[src/rtl/aes_pkg.sv]
// Shared constants, Rcon table, FSM state type and word helpers for the AES-128 key schedule.
package aes_pkg;

  localparam int unsigned KEY_W  = 128;
  localparam int unsigned NR     = 10;
  localparam int unsigned WORD_W = 32;
  localparam int unsigned BYTE_W = 8;
  localparam int unsigned CNT_W  = 4;

  // Indexed directly by the round counter; entries 0 and 11..15 are never selected.
  localparam logic [BYTE_W-1:0] RCON [16] = '{
    8'h00, 8'h01, 8'h02, 8'h04, 8'h08, 8'h10, 8'h20, 8'h40,
    8'h80, 8'h1b, 8'h36, 8'h00, 8'h00, 8'h00, 8'h00, 8'h00
  };

  typedef enum logic [1:0] {
    IDLE   = 2'd0,
    EXPAND = 2'd1,
    DONE   = 2'd2
  } state_e;

  function automatic logic [WORD_W-1:0] rot_word(input logic [WORD_W-1:0] w);
    return {w[WORD_W-BYTE_W-1:0], w[WORD_W-1 -: BYTE_W]};
  endfunction

endpackage

[src/rtl/aes_sbox.sv]
// Combinational AES forward S-box for one byte.
module aes_sbox
  import aes_pkg::*;
(
  input  logic [BYTE_W-1:0] i_byte,
  output logic [BYTE_W-1:0] o_sub_c
);

  localparam logic [BYTE_W-1:0] SBOX [256] = '{
    8'h63, 8'h7c, 8'h77, 8'h7b, 8'hf2, 8'h6b, 8'h6f, 8'hc5, 8'h30, 8'h01, 8'h67, 8'h2b, 8'hfe, 8'hd7, 8'hab, 8'h76,
    8'hca, 8'h82, 8'hc9, 8'h7d, 8'hfa, 8'h59, 8'h47, 8'hf0, 8'had, 8'hd4, 8'ha2, 8'haf, 8'h9c, 8'ha4, 8'h72, 8'hc0,
    8'hb7, 8'hfd, 8'h93, 8'h26, 8'h36, 8'h3f, 8'hf7, 8'hcc, 8'h34, 8'ha5, 8'he5, 8'hf1, 8'h71, 8'hd8, 8'h31, 8'h15,
    8'h04, 8'hc7, 8'h23, 8'hc3, 8'h18, 8'h96, 8'h05, 8'h9a, 8'h07, 8'h12, 8'h80, 8'he2, 8'heb, 8'h27, 8'hb2, 8'h75,
    8'h09, 8'h83, 8'h2c, 8'h1a, 8'h1b, 8'h6e, 8'h5a, 8'ha0, 8'h52, 8'h3b, 8'hd6, 8'hb3, 8'h29, 8'he3, 8'h2f, 8'h84,
    8'h53, 8'hd1, 8'h00, 8'hed, 8'h20, 8'hfc, 8'hb1, 8'h5b, 8'h6a, 8'hcb, 8'hbe, 8'h39, 8'h4a, 8'h4c, 8'h58, 8'hcf,
    8'hd0, 8'hef, 8'haa, 8'hfb, 8'h43, 8'h4d, 8'h33, 8'h85, 8'h45, 8'hf9, 8'h02, 8'h7f, 8'h50, 8'h3c, 8'h9f, 8'ha8,
    8'h51, 8'ha3, 8'h40, 8'h8f, 8'h92, 8'h9d, 8'h38, 8'hf5, 8'hbc, 8'hb6, 8'hda, 8'h21, 8'h10, 8'hff, 8'hf3, 8'hd2,
    8'hcd, 8'h0c, 8'h13, 8'hec, 8'h5f, 8'h97, 8'h44, 8'h17, 8'hc4, 8'ha7, 8'h7e, 8'h3d, 8'h64, 8'h5d, 8'h19, 8'h73,
    8'h60, 8'h81, 8'h4f, 8'hdc, 8'h22, 8'h2a, 8'h90, 8'h88, 8'h46, 8'hee, 8'hb8, 8'h14, 8'hde, 8'h5e, 8'h0b, 8'hdb,
    8'he0, 8'h32, 8'h3a, 8'h0a, 8'h49, 8'h06, 8'h24, 8'h5c, 8'hc2, 8'hd3, 8'hac, 8'h62, 8'h91, 8'h95, 8'he4, 8'h79,
    8'he7, 8'hc8, 8'h37, 8'h6d, 8'h8d, 8'hd5, 8'h4e, 8'ha9, 8'h6c, 8'h56, 8'hf4, 8'hea, 8'h65, 8'h7a, 8'hae, 8'h08,
    8'hba, 8'h78, 8'h25, 8'h2e, 8'h1c, 8'ha6, 8'hb4, 8'hc6, 8'he8, 8'hdd, 8'h74, 8'h1f, 8'h4b, 8'hbd, 8'h8b, 8'h8a,
    8'h70, 8'h3e, 8'hb5, 8'h66, 8'h48, 8'h03, 8'hf6, 8'h0e, 8'h61, 8'h35, 8'h57, 8'hb9, 8'h86, 8'hc1, 8'h1d, 8'h9e,
    8'he1, 8'hf8, 8'h98, 8'h11, 8'h69, 8'hd9, 8'h8e, 8'h94, 8'h9b, 8'h1e, 8'h87, 8'he9, 8'hce, 8'h55, 8'h28, 8'hdf,
    8'h8c, 8'ha1, 8'h89, 8'h0d, 8'hbf, 8'he6, 8'h42, 8'h68, 8'h41, 8'h99, 8'h2d, 8'h0f, 8'hb0, 8'h54, 8'hbb, 8'h16
  };

  assign o_sub_c = SBOX[i_byte];

endmodule

[src/rtl/aes_key_expand_seq.sv]
// Iterative AES-128 key expansion: one round key per clock, all eleven keys held on registered outputs.
// Optional macro AES_KEY_ZEROIZE_EN adds a zeroize input that wipes all key material.
module aes_key_expand_seq #(
  parameter int unsigned NR    = 10,
  parameter int unsigned KEY_W = 128
) (
  input  logic                clk,
  input  logic                rst_n,
`ifdef AES_KEY_ZEROIZE_EN
  input  logic                zeroize,
`endif
  input  logic                key_valid,
  input  logic [KEY_W-1:0]    key_in,
  output logic                key_ready,
  output logic                keys_ready,
  output logic [KEY_W-1:0]    key,
  output logic [NR*KEY_W-1:0] round_keys
);

  import aes_pkg::*;

  generate
    if (NR != aes_pkg::NR || KEY_W != aes_pkg::KEY_W) begin : g_cfg_check
      $error("aes_key_expand_seq supports only AES-128 (NR=10, KEY_W=128)");
    end
  endgenerate

  state_e               r_state;
  state_e               w_state_nxt;
  logic [CNT_W-1:0]     r_cnt;
  logic [KEY_W-1:0]     r_w;
  logic [KEY_W-1:0]     r_key;
  logic [NR*KEY_W-1:0]  r_round_keys;
  logic                 r_keys_ready;
  logic                 r_key_ready;

  logic                 w_accept;
  logic                 w_step;
  logic                 w_last;
  logic                 w_zeroize;

  logic [WORD_W-1:0]    w_rot;
  logic [WORD_W-1:0]    w_sub;
  logic [WORD_W-1:0]    w_w0;
  logic [WORD_W-1:0]    w_w1;
  logic [WORD_W-1:0]    w_w2;
  logic [WORD_W-1:0]    w_w3;
  logic [KEY_W-1:0]     w_rk_next;

`ifdef AES_KEY_ZEROIZE_EN
  assign w_zeroize = zeroize;
`else
  assign w_zeroize = 1'b0;
`endif

  // SubWord(RotWord(w3)) via four byte S-boxes
  assign w_rot = rot_word(r_w[WORD_W-1:0]);

  for (genvar g = 0; g < 4; g++) begin : g_sbox
    aes_sbox u_sbox (
      .i_byte  (w_rot[BYTE_W*g +: BYTE_W]),
      .o_sub_c (w_sub[BYTE_W*g +: BYTE_W])
    );
  end

  // Word chain of one expansion round, fully combinational
  always_comb begin
    w_w0      = r_w[KEY_W-1 -: WORD_W] ^ w_sub ^ {RCON[r_cnt], (WORD_W-BYTE_W)'(0)};
    w_w1      = r_w[KEY_W-WORD_W-1 -: WORD_W] ^ w_w0;
    w_w2      = r_w[KEY_W-2*WORD_W-1 -: WORD_W] ^ w_w1;
    w_w3      = r_w[WORD_W-1:0] ^ w_w2;
    w_rk_next = {w_w0, w_w1, w_w2, w_w3};
  end

  always_ff @(posedge clk or negedge rst_n) begin
    if (!rst_n) begin
      r_state <= IDLE;
    end else begin
      r_state <= w_state_nxt;
    end
  end

  // Next state plus per-cycle control strobes; zeroize overrides everything
  always_comb begin
    w_state_nxt = r_state;
    w_accept    = 1'b0;
    w_step      = 1'b0;
    w_last      = 1'b0;
    case (r_state)
      IDLE, DONE: begin
        if (key_valid && r_key_ready) begin
          w_accept    = 1'b1;
          w_state_nxt = EXPAND;
        end
      end
      EXPAND: begin
        w_step = 1'b1;
        if (r_cnt == CNT_W'(NR)) begin
          w_last      = 1'b1;
          w_state_nxt = DONE;
        end
      end
      default: w_state_nxt = IDLE;
    endcase
    if (w_zeroize) begin
      w_state_nxt = IDLE;
      w_accept    = 1'b0;
      w_step      = 1'b0;
      w_last      = 1'b0;
    end
  end

  always_ff @(posedge clk or negedge rst_n) begin
    if (!rst_n) begin
      r_cnt        <= '0;
      r_w          <= '0;
      r_key        <= '0;
      r_round_keys <= '0;
      r_keys_ready <= 1'b0;
      r_key_ready  <= 1'b1;
    end else if (w_zeroize) begin
      r_cnt        <= '0;
      r_w          <= '0;
      r_key        <= '0;
      r_round_keys <= '0;
      r_keys_ready <= 1'b0;
      r_key_ready  <= 1'b1;
    end else begin
      if (w_accept) begin
        r_key        <= key_in;
        r_w          <= key_in;
        r_cnt        <= CNT_W'(1);
        r_keys_ready <= 1'b0;
        r_key_ready  <= 1'b0;
      end
      if (w_step) begin
        r_w <= w_rk_next;
        for (int unsigned i = 1; i <= NR; i++) begin
          if (r_cnt == CNT_W'(i)) begin
            r_round_keys[KEY_W*i-1 -: KEY_W] <= w_rk_next;
          end
        end
        // Counter parks at NR so values above it never occur
        if (!w_last) begin
          r_cnt <= r_cnt + CNT_W'(1);
        end
      end
      if (w_last) begin
        r_keys_ready <= 1'b1;
        r_key_ready  <= 1'b1;
      end
    end
  end

  assign key_ready  = r_key_ready;
  assign keys_ready = r_keys_ready;
  assign key        = r_key;
  assign round_keys = r_round_keys;

endmodule

[config.mk]
export PLATFORM = sky130hd
export DESIGN_NAME = aes_key_expand_seq
export DESIGN_NICKNAME = d
export VERILOG_FILES = /design/src/rtl/aes_pkg.sv /design/src/rtl/aes_sbox.sv /design/src/rtl/aes_key_expand_seq.sv
export SDC_FILE = /design/constraint.sdc
export NUM_CORES = 2
export LEC_CHECK = 0
export CORE_AREA = 3 3 597 599
export CTS_CLUSTER_SIZE = 30
export DETAILED_ROUTE_END_ITERATION = 10
export DIE_AREA = 0 0 600 602
export DONT_BUFFER_PORTS = 1
export PLACE_DENSITY_LB_ADDON = 0.2
export SLEW_MARGIN = 10
export SYNTH_ARGS = -nofsm -noshare
export SYNTH_HDL_FRONTEND = slang
export SYNTH_SLANG_ARGS = --single-unit
[constraint.sdc]
create_clock -name clk -period 4.3 [get_ports clk]
set_input_delay 1.075 -clock clk [delete_from_list [all_inputs] [get_ports clk]]
set_output_delay 1.075 -clock clk [all_outputs]
set_load 0.1 [all_outputs]
==> flow_metrics.tcl <==
set metrics [dict create \
    stdcell_count 12804 \
    die_area_sq_um 361000 \
    dp_hpwl_um 314000 \
    setup_ws_ps 51.1 \
    worstSetupPathType "reg2reg" \
    syn_inst 7928 \
    avgSynthCellArea_sq_um 9.24 \
    relSlewSlack_pct 11.1 \
    required_ps 5000 \
    outcome "finished clean" \
    first_global_vias 60993 \
    cp_num_cells 12 \
    grt_pass1_wl_um 562000 \
    hold_path_class "in2async" \
    route.vias.total 62970 \
    cp_cell_sequence "inv_1 > buf_4 > buf_4 > o21ai_0 > nand4_1 > a21oi_1 > o311a_1 > or4_4 > xnor2_4 > xor2_1 > buf_12 > o21ai_0" \
    dr.pass1.iters 8 \
    drc 0 \
    crit_path_end_kind "register" \
    syn_area_sq_um 73300 \
    async_reset_ff_share_pct 100 \
    root_buffer "clkbuf_16" \
    die_w_um 600 \
    core_sq_um 352000 \
    maxCapViolCount 0 \
    dp_cells 12435 \
    cts_max_level 4 \
    nets 8208 \
    cts_buffer_depth 4 \
    cts_sinks 1544 \
    crit_path_max_fanout 20 \
    grt_use_total_pct 22.4 \
    worst_setup_path_start_kind "register" \
    ant_nets 0 \
    ys_types 109 \
    numCtsBuffers 184 \
    reg2reg_to "round_keys[911]" \
    clock.fmax_mhz 235 \
    worstMarginPinSlew_ps 1330 \
    rsz0062_at_grt "yes" \
    min_period_ps 4250 \
    drv_slew 0 \
    wire_per_inst_um 32.9 \
    r2r-start "r_w[2]" \
    drtIter0Drc 6372 \
    slowest_delay_ps 610 \
    portBuffers 0 \
    reg2reg_depth 12 \
    cts_tree "built" \
    crit_arrival_ps 4950 \
    dp_slack_ps -681 \
    grt_antenna_before_repair 62 \
    fp.dieH_um 602 \
    place.gp.congestion 0.933 \
    timing.final.crit_share_pct 98.8 \
    hold_viol 0 \
    grt_max_degree 227 \
    start_util_pct 20.8 \
    crit_start "r_w[2]" \
    setup-violations-final 0 \
    drive_above_1_share_pct 15.1 \
    clk_pin_slew_ps 70 \
    area_growth_pct 23.2 \
    endpoint "round_keys[911]" \
    clkLatencyLatePin_ps 910 \
    routed_wl_um 421000 \
    crit_family "compound AO/OA/AOI/OAI gates" \
    fin_util_pct 25.7 \
    synth-main-ff-cell "dfrtp_1" \
    skew_ps 79.9 \
    crit_buf_inv 4 \
    reg2reg_setup_slack_ps 50 \
    ioPinCount 1541 \
    ys_ff_latch 1544 \
    syn-num-nets 8125 \
    num_rows 218 \
    yosysWarnings 0 \
    via_per_inst 4.92 \
    whs_ps 77.4 \
    ys_seq_area_share_pct 52.7 \
    overflow 0 \
    synth_edf_count 0 \
    crit_slowest_cell "dfrtp_4" \
]
==> cell usage after synthesis, drive strengths merged, types with 32 or more instances <==
| cell | instances | area [sq um] |
|---|---|---|
| o21ai | 1457 | 7290 |
| a31oi | 72 | 463 |
| xnor2 | 131 | 1340 |
| clkbuf | 549 | 2060 |
| o31ai | 32 | 254 |
| a211oi | 49 | 368 |
| o311ai | 64 | 561 |
| mux2i | 48 | 493 |
| a21o | 34 | 255 |
| nand3 | 89 | 445 |
| dfrtp | 1543 | 38600 |
| xor2 | 48 | 465 |
| o211ai | 104 | 786 |
| o221ai | 44 | 403 |
| mux4 | 40 | 901 |
| inv | 85 | 319 |
| and2 | 36 | 225 |
| buf | 204 | 1250 |
| nor2 | 190 | 716 |
| ha | 66 | 826 |
| nand2b | 113 | 707 |
| a21oi | 243 | 1220 |
| nor2b | 102 | 646 |
| or3 | 50 | 313 |
| nand2 | 1900 | 7130 |
| nor3 | 81 | 405 |
| a311oi | 41 | 365 |
==> worst min path at each step <==
stage	from	to	slack, ps	cells past startpoint
floorplan	r_w[33]	r_w[33]	490	2
global placement	r_w[127]	r_w[127]	510	2
detailed placement	r_w[127]	r_w[127]	510	2
CTS	rst_n	round_keys[170]	50	1
global route	rst_n	round_keys[421]	80	1
finish	rst_n	round_keys[810]	80	1
==> cell families after synthesis <==
family	Yosys count	share of synthesized area, %
AND/OR/NAND/NOR	2737	16.3
adder cells (fa/ha/maj)	66	1.13
XOR/XNOR	189	2.77
multiplexers	103	2.13
AO/OA/AOI/OAI	2444	20.0
flip-flops	1544	52.7
buffers and inverters	845	4.99
==> per-layer routing <==
layer	track usage, %	wire [um]	vias up
li1	-	-	27713
met1	28.0	170000	31922
met2	36.7	199000	2744
met3	4.48	30100	579
met4	10.6	21100	12
met5	0	71	-
==> metrics by stage <==
stage | instance area, sq um | setup TNS, ps
final | 90300 | 0
after global routing | 90200 | -48.5
after CTS | 90000 | 0
after detailed placement | 83700 | -150590
after global placement | 83700 | -165860
after floorplan | 73300 | 0
==> state kept, by name, indices dropped and copies added (netlist names) <==
| name | count |
|---|---|
| round_keys | 1280 |
| key | 128 |
| r_w | 128 |
| r_cnt | 4 |
| r_state | 2 |
| key_ready | 1 |
| keys_ready | 1 |
==> placed cells by master (no fill, tap or decap), types with 25 or more instances in the layout <==
| cell | n |
|---|---|
| a211oi_1 | 48 |
| a21o_1 | 34 |
| a21oi_1 | 243 |
| a311oi_1 | 40 |
| a31oi_1 | 70 |
| and2_1 | 33 |
| and3_1 | 25 |
| buf_12 | 161 |
| buf_4 | 475 |
| clkbuf_1 | 38 |
| clkbuf_16 | 185 |
| clkbuf_8 | 40 |
| clkinv_2 | 28 |
| dfrtp_1 | 1531 |
| diode_2 | 28 |
| ha_1 | 51 |
| inv_1 | 79 |
| mux2i_1 | 47 |
| mux4_2 | 40 |
| nand2_1 | 1892 |
| nand2b_1 | 110 |
| nand3_1 | 86 |
| nor2_1 | 186 |
| nor2b_1 | 98 |
| nor3_1 | 81 |
| o211ai_1 | 103 |
| o21ai_0 | 1391 |
| o21ai_1 | 66 |
| o221ai_1 | 42 |
| o22ai_1 | 29 |
| o311ai_0 | 62 |
| o31ai_1 | 31 |
| or3_1 | 50 |
| xnor2_1 | 56 |
| xnor2_2 | 61 |
==> what timing repair did <==
action / CTS / global route
hold buffers: 1 / 0
pin swaps: 3 / 3
endpoints found under the setup margin: 238 / 177
gates resized for setup: 20 / 23
endpoints found under the hold margin: 89 / 0
buffers inserted: 2 / 5
==> cell type report <==
class                           instances  area (sq um)
Antenna cell                           28          70.1
Clock buffer                          263          5320
Clock inverter                         68           832
Fill cell                           37703        262000
Inverter                               92           345
Multi-Input combinational cell       5539         32100
Sequential cell                      1544         38700
Tap cell                             4620          5780
Timing Repair Buffer                  650          7130
Power is left out: the tool's default activity adds up to more than one toggle a clock period on the data nets, which glitch-free logic cannot reach.
